--- src/rtl/div_frac_pkg.sv ---
// Shared constants and state encoding for the restoring mantissa divider.
// Quotient weight: bit WIDTH is 2^0, bit 0 is 2^-(WIDTH).
package div_frac_pkg;

    localparam int WIDTH = 24;
    localparam int CNT_W = 5;
    localparam int ITERS = WIDTH + 1;

    typedef enum logic [1:0] {
        S_IDLE = 2'd0,
        S_RUN  = 2'd1,
        S_DONE = 2'd2
    } state_t;

endpackage

--- src/rtl/div_frac_add.sv ---
// Small modular adder shared by the iteration counters.
// The divider feeds in2 = all ones to decrement.
module adder_5bit (
    input  logic [4:0] in1,
    input  logic [4:0] in2,
    output logic [4:0] sum
);

    // Sum wraps modulo 32; carry out is not needed by any user.
    assign sum = in1 + in2;

endmodule

--- src/rtl/div_frac_sub.sv ---
// Trial subtraction for the divider: difference and borrow out.
// Counterpart of the 48-bit mantissa product adder.
module subtractor_25bit
    import div_frac_pkg::*;
(
    input  logic [WIDTH:0] in1,
    input  logic [WIDTH:0] in2,
    output logic [WIDTH:0] D,
    output logic           Bout
);

    // Extend by one bit so the top bit of the result is the borrow.
    assign {Bout, D} = {1'b0, in1} - {1'b0, in2};

endmodule

--- src/rtl/div_frac.sv ---
// Sequential restoring divider for 1.23 mantissas, one quotient bit
// per clock, with normalize flag, sticky bit and divide-by-zero flag.
module div_frac
    import div_frac_pkg::*;
(
    input  logic             CLK,
    input  logic             RST,
    input  logic             start,
    input  logic [WIDTH-1:0] A,
    input  logic [WIDTH-1:0] B,
    output logic [WIDTH-1:0] out,
    output logic             norm,
    output logic             sticky,
    output logic             dz,
    output logic             busy,
    output logic             enaout
);

    state_t           r_state;
    state_t           w_next;
    logic [WIDTH:0]   r_rem;
    logic [WIDTH:0]   r_quo;
    logic [WIDTH-1:0] r_div;
    logic [CNT_W-1:0] r_cnt;
    logic             r_dz;

    logic [WIDTH:0]   w_diff;
    logic             w_borrow;
    logic [CNT_W-1:0] w_cnt_dec;
    logic             w_accept;
    logic             w_iter;
    logic             w_bzero;

    assign w_accept = start && (r_state != S_RUN);
    assign w_bzero  = (B == '0);

    subtractor_25bit u_sub (
        .in1  (r_rem),
        .in2  ({1'b0, r_div}),
        .D    (w_diff),
        .Bout (w_borrow)
    );

    adder_5bit u_cnt (
        .in1 (r_cnt),
        .in2 ({CNT_W{1'b1}}),
        .sum (w_cnt_dec)
    );

    // State register; reset aborts any operation in flight.
    always_ff @(posedge CLK or negedge RST) begin
        if (!RST) r_state <= S_IDLE;
        else      r_state <= w_next;
    end

    // Next state, iteration enable and gated result outputs.
    always_comb begin
        w_next = r_state;
        w_iter = 1'b0;
        busy   = 1'b0;
        enaout = 1'b0;
        out    = '0;
        norm   = 1'b0;
        sticky = 1'b0;
        dz     = 1'b0;
        unique case (r_state)
            S_IDLE: begin
                if (start) w_next = S_RUN;
            end
            S_RUN: begin
                busy = 1'b1;
                // A zero count on entry marks a divide by zero.
                if (r_cnt == '0) begin
                    w_next = S_DONE;
                end else begin
                    w_iter = 1'b1;
                    if (r_cnt == CNT_W'(1)) w_next = S_DONE;
                end
            end
            S_DONE: begin
                enaout = 1'b1;
                dz     = r_dz;
                if (start) w_next = S_RUN;
                if (!r_dz) begin
                    if (r_quo[WIDTH]) begin
                        out    = r_quo[WIDTH:1];
                        sticky = (|r_rem) | r_quo[0];
                    end else begin
                        out    = r_quo[WIDTH-1:0];
                        norm   = 1'b1;
                        sticky = |r_rem;
                    end
                end
            end
            default: w_next = S_IDLE;
        endcase
    end

    // Operand capture on accept, then one restoring step per clock.
    always_ff @(posedge CLK or negedge RST) begin
        if (!RST) begin
            r_rem <= '0;
            r_quo <= '0;
            r_div <= '0;
            r_cnt <= '0;
            r_dz  <= 1'b0;
        end else if (w_accept) begin
            r_rem <= {1'b0, A};
            r_div <= B;
            r_quo <= '0;
            r_dz  <= w_bzero;
            r_cnt <= w_bzero ? '0 : CNT_W'(ITERS);
        end else if (w_iter) begin
            r_quo <= {r_quo[WIDTH-1:0], ~w_borrow};
            r_rem <= w_borrow ? {r_rem[WIDTH-1:0], 1'b0}
                              : {w_diff[WIDTH-1:0], 1'b0};
            r_cnt <= w_cnt_dec;
        end
    end

endmodule

--- config.mk ---
export PLATFORM = sky130hd
export DESIGN_NAME = div_frac
export DESIGN_NICKNAME = d
export VERILOG_FILES = /design/src/rtl/div_frac_pkg.sv /design/src/rtl/div_frac_add.sv /design/src/rtl/div_frac_sub.sv /design/src/rtl/div_frac.sv
export SDC_FILE = /design/constraint.sdc
export NUM_CORES = 1
export LEC_CHECK = 0
export BUFFER_PORTS_ARGS = -buffer_cell sky130_fd_sc_hd__buf_4
export CAP_MARGIN = 10
export CORE_ASPECT_RATIO = 2
export CORE_UTILIZATION = 45
export DETAILED_ROUTE_END_ITERATION = 8
export GPL_TIMING_DRIVEN = 1
export HOLD_SLACK_MARGIN = 0.05
export PLACE_DENSITY = 0.68
export SYNTH_ARGS = -nofsm -noshare
export SYNTH_HDL_FRONTEND = slang
export SYNTH_SLANG_ARGS = --single-unit
--- constraint.sdc ---
create_clock -name CLK -period 3.9 [get_ports CLK]
set_clock_uncertainty 0.2 [all_clocks]
set_input_delay 0.195 -clock CLK [delete_from_list [all_inputs] [get_ports CLK]]
set_output_delay 0.195 -clock CLK [all_outputs]
set_load 0.005 [all_outputs]
---- Word level (Yosys, flattened, before mapping) ----
Index checks and enable logic that the tools add are counted.
storage, ports and cells
  flip-flop bits (word level) ............. 82
  output and inout bits ................... 29
  input bits .............................. 51
cells by class
  equality and inequality tests ........... 6
  multiplexer cells ....................... 26
  bitwise gates (word level) .............. 2
  reduce and logical (&&, ||, !) cells .... 8
  add/subtract/negate cells ............... 2
operator list
  kind                   count
  $mux W25               5
  $mux W24               3
  $sub A25 B24 Y26       1
  $reduce_or A25 Y1      1
  $logic_not A24 Y1      1
  $mux W5                3
  $mux W1                11
  $mux W2                3
  $add A5 B5 Y5 const B  1
  $eq A5 B1 Y1 const B   1
  $logic_not A5 Y1       1
  $ne A2 B1 Y1 const B   2
  $pmux W2 S2            1
  $ne A3 B3 Y1 const B   1
  $eq A2 B1 Y1 const B   1
  $eq A2 B2 Y1 const B   1
  $logic_not A2 Y1       1
  $reduce_and A2 Y1      1
  $reduce_bool A2 Y1     1
  $reduce_or A2 Y1       1
  $logic_and A1 B1 Y1    1
  $not A1 Y1             1
  $or A1 B1 Y1           1

---- Logic depth before layout (Yosys ltp) ----
Gate-level depths: netlist (run 1).
  word-level depth ........................ 5
  mapped depth ............................ 13

---- Hierarchy ----
Synthesis (run 1) repeated with hierarchy kept, for this count alone.
unflattened totals
  cells, all modules ...................... 658
  area, all modules ....................... 5559.1 µm²
by module, submodules not included
  module            area each (µm²)  seq. area each (µm²)  times used  cells an instance
  div_frac          4081.4           2052.0                1           454
  subtractor_25bit  1318.8           0.0                   1           185
  adder_5bit        158.9            0.0                   1           19

---- Worst setup path after synthesis (run 1) ----
Ideal clock, no wire load.
  path kind ............................... flip-flop to flip-flop
  start ................................... register r_rem[0]
  end ..................................... register r_rem[19]
  clock period less this slack ............ 2.816 ns
  setup time .............................. 0.126 ns
  required time ........................... 3.574 ns
  path slack .............................. 1.084 ns
  path buffers ............................ 0
  stages on the path, launching flop included .. 12
  data arrival time ....................... 2.490 ns
  cells stage by stage .................... dfrtp_1 inv_1 ha_1 fa_1 nand2b_1 a21oi_1 a21oi_1 o31ai_4 a21oi_1 o31ai_1 xor2_1 a221o_1
on the way
  cells in the longest elaborated chain, start to end .. 4
ends and longest elaborated chain
  what                    line                text
  start, declared         div_frac.sv:21      logic [WIDTH:0] r_rem;
  start signal, assigned  div_frac.sv:108     r_rem <= {1'b0, A};
  start signal, assigned  div_frac.sv:115     r_rem <= w_borrow ? {r_rem[WIDTH-1:0], 1'b0}
  $sub A25 B24 Y26        div_frac_sub.sv:13  assign {Bout, D} = {1'b0, in1} - {1'b0, in2};
  $mux W25                div_frac.sv:115
  $mux W25                div_frac.sv:113     end else if (w_iter) begin
  $mux W25                div_frac.sv:107     end else if (w_accept) begin
No other way between the ends. The select of a mux whose other input is x is not followed.
A chain may end at the register's enable or synchronous reset.

---- Worst setup path in the final report (run 1) ----
Ends and elaborated chain as after synthesis.

==> results.py, run 1 <==
metrics = {
    "run_status": {
        "status": "finished, final reports clean",
    },
    "sta": {
        "rsz0062_at_grt": "false",
        "slew_viol_final": 0,
        "finalCritPeriodShare": 0.8196,
        "slew_headroom": 0.2901,
        "clock.fmax_mhz": 312.9,
        "min_period_ns": 3.196,
        "setup_tns_ns": 0,
        "hold_slack_ns": 0.3074,
        "hold_viol": 0,
        "setup_violations": 0,
        "tightest_slew_ns": 1.065,
    },
    "critical_path": {
        "reg2reg_slack_ns": 0.70,
        "path_cells": "inv_1, ha_1, fa_1, nand2b_1, a21oi_1, a21oi_1, o31ai_4, a21oi_1, o31ai_1, xor2_1, a221o_1",
        "crit_required_ns": 3.92,
        "critical-path-top-cell-by-count": "a21oi_1",
        "critPathKind": "flop to flop",
        "crit_fanout": 6,
        "crit_path_top_delay_cell": "fa_1",
        "ff2ff_path_depth": 11,
        "r2r_start": "r_rem[0]$_DFFE_PN0P_",
        "slowest_delay_ns": 0.40,
        "r2r_end": "r_rem[19]$_DFFE_PN0P_",
        "endpoint_kind": "flop",
        "critical_path_arrival_ns": 3.22,
        "start_kind": "flop",
    },
    "synthesis": {
        "avgSynthCellArea_um2": 8.624,
        "ys_seq_area_frac": 0.3826,
        "synthArstFlopShare": 1.000,
        "ys_ff_latch": 82,
        "synth.distinct_cells": 63,
        "synth_edf_count": 0,
        "synth_area_um2": 5364,
        "synthesis.nets": 701,
        "synth_compound_area_frac": 0.2074,
        "synth_top_family_by_area": "compound AO/OA/AOI/OAI gates",
        "ys.flop_type": "dfrtp_1",
        "synth-simple-area-share": 0.1861,
        "synthMuxAreaShare": 0.06905,
        "synth-xor-area-share": 0.02776,
        "synth_fa_ha_area_frac": 0.06671,
        "ys.warnings.count": 0,
        "postSynthCellCount": 622,
    },
    "grt": {
        "grt_max_degree": 83,
        "grt-ovfl-total": 0,
        "grt_pass1_vias": 5221,
        "grt_pass1_wl_um": 24470,
        "grt_usage": 0.2575,
        "antenna_found_initial": 0,
    },
    "floorplan": {
        "initial_core_util": 0.4584,
        "dieArea_um2": 12390,
        "io_pins": 80,
        "die_h_um": 156.4,
        "chipWidth_um": 79.20,
        "coreArea_um2": 11700,
        "num_rows": 56,
    },
    "route": {
        "vias_per_cell": 5.699,
        "drt-total-wl_um": 14940,
        "wl_per_cell_um": 16.92,
        "first_pass_iters": 5,
        "drc_errors": 0,
        "vias": 5032,
        "drt_iter0_drc": 238,
        "drtAntennaViolNets": 0,
    },
    "cells_and_area": {
        "area_growth_pct": 26.64,
        "diodes": 0,
        "final_common_cell": "nand2_1",
        "most-common-layout-cells": "nand2_1, buf_4, dfrtp_1",
        "fin_nets": 812,
        "layout-drive-gt1-share": 0.1612,
    },
    "power": {
        "p_leak_nw": 3.146,
        "vdd_ir_drop_max_mv": 0.4484,
        "p_int_mw": 3.277,
        "switchingPower_mw": 3.006,
        "total_power_mw": 6.284,
        "clockPowerShare": 0.127,
        "pwr-share-comb": 0.637,
        "seqPwrFrac": 0.235,
        "power_density_nw_per_um2": 925.0,
        "swShare": 0.4784,
    },
    "clock_network": {
        "insertion_delay_ns": 0.34,
        "cts_tree": "built",
        "clk_pin_slew_ns": 0.06,
        "htreeDepth": 3,
        "root_buffer": "clkbuf_16",
        "cts_buffers": 9,
        "cts.sinks": 82,
        "cts_buffer_depth": 2,
    },
    "min_path": {
        "hold_end": "r_div[0]$_DFFE_PN0P_",
        "holdPathStages": 2,
        "hp-class": "flop to flop",
        "hold_path.startpoint": "r_div[0]$_DFFE_PN0P_",
    },
    "placement": {
        "dp_hpwl_um": 10660,
        "routabilityCongestion": 0.9527,
        "port_buffers": 79,
    },
    "flow_run": {
        "maxCapViolations": 0,
    },
}
==> power by group through the flow <==
stage,clock (mW),sequential [mW],combinational (mW)
6_report,0.801,1.48,4.01
4_1_cts,0.822,1.47,4.02
2_1_floorplan,0,1.38,3.19
3_3_place_gp,0,1.46,3.88
3_5_place_dp,0,1.48,3.95
5_1_grt,0.856,1.52,4.44
==> repair_timing <==
item,4_1_cts,5_1_grt
resized for setup,0,0
buffers inserted,0,0
endpoints found under the hold margin,131,0
hold buffers,50,0
==> per-stage QoR <==
stage,instance area (um^2),util,cells,setup WS [ns]
2_1_floorplan,5364,-,622,1.084
3_3_place_gp,6010,0.5136,817,0.8418
4_1_cts,6793,0.5805,883,0.7035
5_1_grt,6793,0.5805,883,0.5222
3_5_place_dp,6010,0.5136,817,0.7326
6_report,6793,0.5805,883,0.7037
==> worst max path at each step <==
stage	startpoint	end	slack (ns)	cells after the start
after floorplan	r_rem[0]$_DFFE_PN0P_	r_rem[19]$_DFFE_PN0P_	1.08	11
after global placement	r_rem[0]$_DFFE_PN0P_	r_rem[19]$_DFFE_PN0P_	0.84	11
after detailed placement	r_rem[0]$_DFFE_PN0P_	r_rem[19]$_DFFE_PN0P_	0.73	11
after CTS	r_rem[0]$_DFFE_PN0P_	r_rem[19]$_DFFE_PN0P_	0.70	11
after global routing	r_rem[0]$_DFFE_PN0P_	r_rem[19]$_DFFE_PN0P_	0.52	11
final	r_rem[0]$_DFFE_PN0P_	r_rem[19]$_DFFE_PN0P_	0.70	11
==> worst max-delay path: cells and delay by family (launching register included) <==
kind	cells	cell delay [ns]
compound gates	6	1.53
xor+xnor	1	0.11
fa+ha+maj	2	0.63
buf+inv	1	0.08
flops	1	0.36
simple gates	1	0.17
==> routing by layer <==
| metal | GRT usage | vias up | share of wire |
|---|---|---|---|
| met5 | 0 | - | 0 |
| met4 | 0.1576 | 0 | 0.057 |
| met3 | 0.04431 | 50 | 0.040 |
| met2 | 0.4766 | 154 | 0.55 |
| met1 | 0.2600 | 2410 | 0.35 |
| li1 | - | 2418 | - |
==> layout make-up <==
type / instances / area, um^2
Fill cell: 1040 / 4908
Multi-Input combinational cell: 467 / 2999
Sequential cell: 82 / 2052
Timing Repair Buffer: 134 / 1131
Clock buffer: 12 / 256.5
Tap cell: 145 / 181.4
Inverter: 39 / 146.4
Clock inverter: 4 / 26.28
==> logic make-up (layout without fill, tap and decap cells) <==
group	after synthesis	in the layout
flip-flops	82	82
AO/OA/AOI/OAI	162	162
buffers and inverters	73	189
multiplexers	37	37
adder cells (fa/ha/maj)	28	28
AND/OR/NAND/NOR	223	223
XOR/XNOR	17	17
==> flip-flops by register name, indices dropped and copies added, names as in the netlist <==
signal and count:
r_cnt 5, r_div 24, r_dz 1, r_quo 25, r_rem 25, r_state 2
==> synthesized netlist by cell type, types with 9 or more instances <==
cell / count / share of area
a21oi_1: 27 / 0.025
a221o_1: 10 / 0.019
a22o_1: 9 / 0.015
a22oi_1: 12 / 0.017
clkbuf_1: 22 / 0.015
dfrtp_1: 82 / 0.38
ha_1: 27 / 0.063
inv_1: 39 / 0.027
mux2i_1: 37 / 0.069
nand2_1: 102 / 0.071
nand3_1: 30 / 0.028
nor2_1: 48 / 0.034
nor4_1: 12 / 0.014
o21ai_0: 41 / 0.038
o21ai_1: 12 / 0.011
xnor2_1: 9 / 0.015
Power figures use the tool's default switching activity.
==> run 2: changes to the inputs <==
==> constraint.sdc (replaced) <==
create_clock -name CLK -period 3.02 [get_ports CLK]
set_clock_uncertainty 0.2 [all_clocks]
set_input_delay 0.151 -clock CLK [delete_from_list [all_inputs] [get_ports CLK]]
set_output_delay 0.151 -clock CLK [all_outputs]
set_load 0.005 [all_outputs]
==> run 2 against run 1 <==
Against the previous run: final cell count grew 2.4%; sequential power grew 29%; largest cell class unchanged; die area is the same; critical endpoint unchanged; via count grew 3.0%; critical path depth is the same; wire length grew 8.5%; clock-buffer cell count shrank 1; register-to-register slack lost 0.57 ns; first-iteration DRC count grew 20%; flip-flop and latch count is the same.
==> results.py, run 2 (same netlist as run 1, synthesis figures left out) <==
metrics = {
    "critical_path": {
        "crit_required_ns": 3.04,
        "crit_fanout": 3,
        "endpoint_kind": "flop",
        "start_kind": "flop",
        "critPathKind": "flop to flop",
        "critical_path_arrival_ns": 2.91,
        "ff2ff_path_depth": 11,
        "r2r_start": "r_rem[0]$_DFFE_PN0P_",
        "reg2reg_slack_ns": 0.13,
        "r2r_end": "r_rem[19]$_DFFE_PN0P_",
    },
    "floorplan": {
        "dieArea_um2": 12390,
        "die_h_um": 156.4,
        "chipWidth_um": 79.20,
        "num_rows": 56,
        "initial_core_util": 0.4584,
        "io_pins": 80,
        "coreArea_um2": 11700,
    },
    "clock_network": {
        "clk_pin_slew_ns": 0.07,
        "cts.sinks": 82,
        "cts_buffers": 9,
        "cts_tree": "built",
        "insertion_delay_ns": 0.35,
        "htreeDepth": 3,
        "cts_buffer_depth": 2,
        "root_buffer": "clkbuf_16",
    },
    "run_status": {
        "status": "finished, final reports clean",
    },
    "route": {
        "drt-total-wl_um": 16200,
        "vias_per_cell": 5.735,
        "first_pass_iters": 4,
        "vias": 5184,
        "drt_iter0_drc": 286,
        "drc_errors": 0,
        "drtAntennaViolNets": 0,
        "wl_per_cell_um": 17.92,
    },
    "power": {
        "p_leak_nw": 3.237,
        "power_density_nw_per_um2": 1243,
        "vdd_ir_drop_max_mv": 0.8155,
    },
    "min_path": {
        "hold_end": "r_dz$_DFFE_PN0P_",
        "hold_path.startpoint": "r_dz$_DFFE_PN0P_",
        "hp-class": "flop to flop",
        "holdPathStages": 1,
    },
    "cells_and_area": {
        "fin_nets": 834,
        "area_growth_pct": 30.21,
        "multi_input_area_um2": 3060,
        "final_common_cell": "buf_4",
        "layout-drive-gt1-share": 0.1913,
        "seq_area_um2": 2052,
        "most-common-layout-cells": "buf_4, nand2_1, dfrtp_1",
        "nFillCells": 1002,
        "top_regs": "r_quo: 25 flops, r_rem: 25 flops, r_div: 24 flops",
        "fin_area_um2": 6984,
    },
    "sta": {
        "clock.fmax_mhz": 346.2,
        "rsz0062_at_grt": "true",
        "slew_headroom": 0.3062,
        "setup_tns_ns": 0,
        "min_period_ns": 2.888,
        "tightest_slew_ns": 1.041,
        "setup_violations": 0,
        "finalCritPeriodShare": 0.9564,
        "slew_viol_final": 0,
        "setup_slack_ns": 0.1317,
        "hold_viol": 0,
    },
    "placement": {
        "place_area_um2": 6152,
        "routabilityCongestion": 0.9228,
        "dp_hpwl_um": 11770,
        "pre_cts_ws_ns": 0.03753,
        "port_buffers": 79,
    },
    "grt": {
        "grt_usage": 0.2728,
        "grt-ovfl-total": 0,
        "grt_max_degree": 83,
        "antenna_found_initial": 1,
        "grt_pass1_vias": 5328,
        "grt_pass1_wl_um": 25810,
    },
    "flow_run": {
        "maxCapViolations": 0,
    },
}
==> run 2: stage by stage <==
step | std cells | hold slack (ns) | util | total power [mW]
2_1_floorplan | 622 | -0.3446 | - | 5.910
3_3_place_gp | 836 | 0.1626 | 0.5258 | 7.300
3_5_place_dp | 836 | 0.1600 | 0.5258 | 7.380
4_1_cts | 900 | 0.3173 | 0.5908 | 8.471
5_1_grt | 904 | 0.3572 | 0.5969 | 9.357
6_report | 904 | 0.3179 | 0.5969 | 8.682
==> run 2: area by class of cell <==
| class | instances | area share |
|---|---|---|
| Timing Repair Buffer | 154 | 0.1834 |
| Antenna cell | 1 | 0.0003583 |
| Clock inverter | 3 | 0.002508 |
| Inverter | 39 | 0.02096 |
| Tap cell | 145 | 0.02598 |
| Clock buffer | 11 | 0.03475 |
| Multi-Input combinational cell | 469 | 0.4382 |
| Sequential cell | 82 | 0.2938 |
==> run 2: power breakdown <==
part	internal, mW	switching [mW]
combinational	2.43	3.36
clock	0.567	0.424
sequential	1.54	0.364
total	4.54	4.14
==> run 2: worst max path at each step <==
stage                     slack, ns               endpoint                   from  depth (start not counted)
final                          0.13  r_rem[19]$_DFFE_PN0P_   r_rem[0]$_DFFE_PN0P_                         11
after global routing          -0.01  r_rem[15]$_DFFE_PN0P_   r_rem[7]$_DFFE_PN0P_                          9
after floorplan                0.20  r_rem[19]$_DFFE_PN0P_   r_rem[0]$_DFFE_PN0P_                         11
after global placement         0.09  r_rem[17]$_DFFE_PN0P_  r_rem[18]$_DFFE_PN0P_                          9
after CTS                      0.03  r_rem[15]$_DFFE_PN0P_  r_rem[18]$_DFFE_PN0P_                          9
after detailed placement       0.04  r_rem[15]$_DFFE_PN0P_  r_rem[18]$_DFFE_PN0P_                          9
==> run 2: what timing repair did <==
item,4_1_cts,5_1_grt
buffers inserted,0,1
hold endpoints to repair,131,0
resized for setup,0,9
hold buffers,50,0
setup endpoints to repair,0,18
==> run 2: worst max-delay path, stage by stage (launching register included) <==
cell      delay [ns]
dfrtp_1         0.35
inv_1           0.07
ha_1            0.23
fa_1            0.40
nand2b_1        0.18
a21oi_2         0.16
a21oi_2         0.10
o31ai_4         0.22
a21oi_1         0.13
o31ai_1         0.30
xor2_1          0.11
a221o_1         0.31
==> run 2: routing by layer <==
layer	routed length, um	track usage	vias to the layer above
li1	-	-	2477
met1	5936	0.2700	2511
met2	9045	0.5308	149
met3	482	0.03557	47
met4	739	0.1420	0
met5	0	0	-
==> run 3: changes to the inputs <==
--- a/config.mk
+++ b/config.mk
@@ -15,4 +15,5 @@
 export PLACE_DENSITY = 0.68
 export SYNTH_ARGS = -nofsm -noshare
 export SYNTH_HDL_FRONTEND = slang
+export SYNTH_HIERARCHICAL = 1
 export SYNTH_SLANG_ARGS = --single-unit
==> constraint.sdc (replaced) <==
create_clock -name CLK -period 3.1 [get_ports CLK]
set_clock_uncertainty 0.2 [all_clocks]
set_input_delay 0.155 -clock CLK [delete_from_list [all_inputs] [get_ports CLK]]
set_output_delay 0.155 -clock CLK [all_outputs]
set_load 0.005 [all_outputs]
==> run 3 against run 2 <==
Against the previous run: the run now ends with setup timing left; first-iteration DRC count up 21%; critical path depth grew 2; synthesized area grew 2.4%; utilization rose by 3.8 points; sequential power is 5% lower; flip-flop and latch count is the same; via count increased by 3.7%; clock power is 10% higher; worst setup slack worse by 0.19 ns; final cell count up 6.7%; clock-buffer cell count decreased by 1; critical path type unchanged; largest cell class unchanged; largest power group unchanged; highest routed layer unchanged.
==> results.py, run 3 <==
metrics = {
    "min_path": {
        "holdPathStages": 3,
        "hold_path.startpoint": "start",
        "hold_end": "r_state[0]$_DFFE_PN0P_",
        "hp-class": "primary input to flop",
    },
    "sta": {
        "setup_slack_ns": -0.05652,
        "slew_headroom": 0.2997,
        "finalCritPeriodShare": 1.018,
        "min_period_ns": 3.157,
        "rsz0062_at_grt": "true",
        "tightest_slew_ns": 1.051,
        "clock.fmax_mhz": 316.8,
        "hold_viol": 0,
        "hold_slack_ns": 0.1645,
        "setup_tns_ns": -0.08276,
        "setup_violations": 2,
        "slew_viol_final": 0,
    },
    "power": {
        "vdd_ir_drop_max_mv": 0.5997,
        "p_leak_nw": 3.551,
        "power_density_nw_per_um2": 1243,
    },
    "placement": {
        "dp.cells": 894,
        "place_area_um2": 6543,
        "routabilityCongestion": 0.9471,
        "port_buffers": 79,
        "pre_cts_ws_ns": -0.1924,
        "dp_hpwl_um": 11360,
    },
    "grt": {
        "grt_usage": 0.2714,
        "grt-ovfl-total": 0,
        "antenna_found_initial": 0,
        "grt_pass1_wl_um": 26130,
        "grt_max_degree": 83,
        "grt_pass1_vias": 5512,
    },
    "floorplan": {
        "io_pins": 80,
        "dieArea_um2": 12680,
        "num_rows": 56,
        "die_h_um": 158.2,
        "chipWidth_um": 80.12,
        "initial_core_util": 0.4639,
        "coreArea_um2": 11840,
    },
    "cells_and_area": {
        "fin_nets": 897,
        "area_growth_pct": 36.88,
        "layout-drive-gt1-share": 0.2329,
        "top_regs": "r_quo: 25 flops, r_rem: 25 flops, r_div: 24 flops",
        "diodes": 0,
        "most-common-layout-cells": "nand2_1, buf_4, dfrtp_1",
        "fin_area_um2": 7518,
        "final_cells": 965,
        "final_common_cell": "nand2_1",
    },
    "critical_path": {
        "ff2ff_path_depth": 13,
        "endpoint_kind": "flop",
        "start_kind": "flop",
        "r2r_start": "r_rem[14]$_DFFE_PN0P_",
        "reg2reg_slack_ns": -0.06,
        "critPathKind": "flop to flop",
        "r2r_end": "r_rem[1]$_DFFE_PN0P_",
        "crit_fanout": 8,
        "critical_path_arrival_ns": 3.18,
        "crit_required_ns": 3.12,
    },
    "run_status": {
        "status": "finished, violations left",
        "violations": "setup timing",
    },
    "clock_network": {
        "insertion_delay_ns": 0.34,
        "cts_buffers": 9,
        "cts_tree": "built",
        "clk_pin_slew_ns": 0.06,
        "cts.sinks": 82,
        "root_buffer": "clkbuf_16",
        "htreeDepth": 3,
        "cts_buffer_depth": 2,
    },
    "synthesis": {
        "ys.warnings.count": 6,
        "synth_area_um2": 5493,
        "postSynthCellCount": 650,
        "avgSynthCellArea_um2": 8.450,
    },
    "route": {
        "vias_per_cell": 5.570,
        "vias": 5375,
        "first_pass_iters": 5,
        "drc_errors": 0,
        "drtAntennaViolNets": 0,
        "drt_iter0_drc": 345,
        "wl_per_cell_um": 16.78,
        "drt-total-wl_um": 16200,
    },
    "flow_run": {
        "maxCapViolations": 0,
    },
}
-- run 3: cell types whose count changed in the layout (fill, tap and decap cells not counted), sizes merged, moves of 5 or more --
cell,before,now
a21oi,30,84
a221o,10,2
a22o,9,19
a22oi,12,0
buf,104,134
conb,0,7
mux2i,37,47
nand2,103,133
nand3,30,4
nor2,50,39
nor3,7,2
o21ai,54,36
xnor2,9,14
-- run 3: worst max path at each step --
stage	start	end	slack, ns	depth (start not counted)
CTS	r_rem[0]$_DFFE_PN0P_	r_rem[21]$_DFFE_PN0P_	0.003	15
detailed placement	r_rem[16]$_DFFE_PN0P_	r_rem[2]$_DFFE_PN0P_	-0.19	13
floorplan	r_rem[0]$_DFFE_PN0P_	r_rem[23]$_DFFE_PN0P_	0.01	15
global placement	r_rem[16]$_DFFE_PN0P_	r_rem[17]$_DFFE_PN0P_	-0.07	13
finish	r_rem[14]$_DFFE_PN0P_	r_rem[1]$_DFFE_PN0P_	-0.06	13
global route	r_div[16]$_DFFE_PN0P_	r_rem[16]$_DFFE_PN0P_	-0.15	14
-- run 3: final cells by class --
| class | count | area, um^2 |
|---|---|---|
| clock inverter | 6 | 65.06 |
| tap | 145 | 181.4 |
| sequential | 82 | 2052 |
| timing repair buffer | 183 | 1540 |
| multi-input combinational | 502 | 3302 |
| inverter | 37 | 138.9 |
| fill | 1015 | 4323 |
| clock buffer | 10 | 239.0 |
-- run 3: through the flow --
step,power [mW],util
floorplan,5.795,-
global placement,7.409,0.5525
detailed placement,7.567,0.5525
CTS,9.044,0.6284
global route,10.05,0.6349
finish,9.343,0.6349
-- run 3: power by group --
group / total, mW / switching, mW / internal, mW
clock: 1.09 / 0.441 / 0.647
sequential: 1.82 / 0.330 / 1.49
combinational: 6.44 / 3.48 / 2.96
-- run 3: what timing repair did --
action                     in CTS  in global routing
setup buffers                   3                  3
setup endpoints to repair      24                 24
hold buffers                   49                  0
cloned                          1                  0
hold endpoints to repair      130                  0
pin swaps                       8                 16
resized for setup              15                 37
-- run 3: critical path, cell delays in order (launching register included) --
cell and delay [ns]:
dfrtp_1 0.42, ha_4 0.26, a21oi_2 0.15, o21ai_2 0.07, or3_1 0.31, a221o_1 0.37, a21oi_2 0.16, o21ai_2 0.08
a21oi_4 0.26, buf_12 0.19, mux2i_2 0.23, a21oi_1 0.08, a21oi_1 0.17, o21ai_1 0.07
-- run 3: metal layers --
layer,part of all wire,vias to the layer above,track usage
met4,0.041,0,0.1514
met2,0.55,172,0.5185
li1,-,2582,-
met3,0.036,45,0.03516
met1,0.37,2576,0.2737
met5,0,-,0
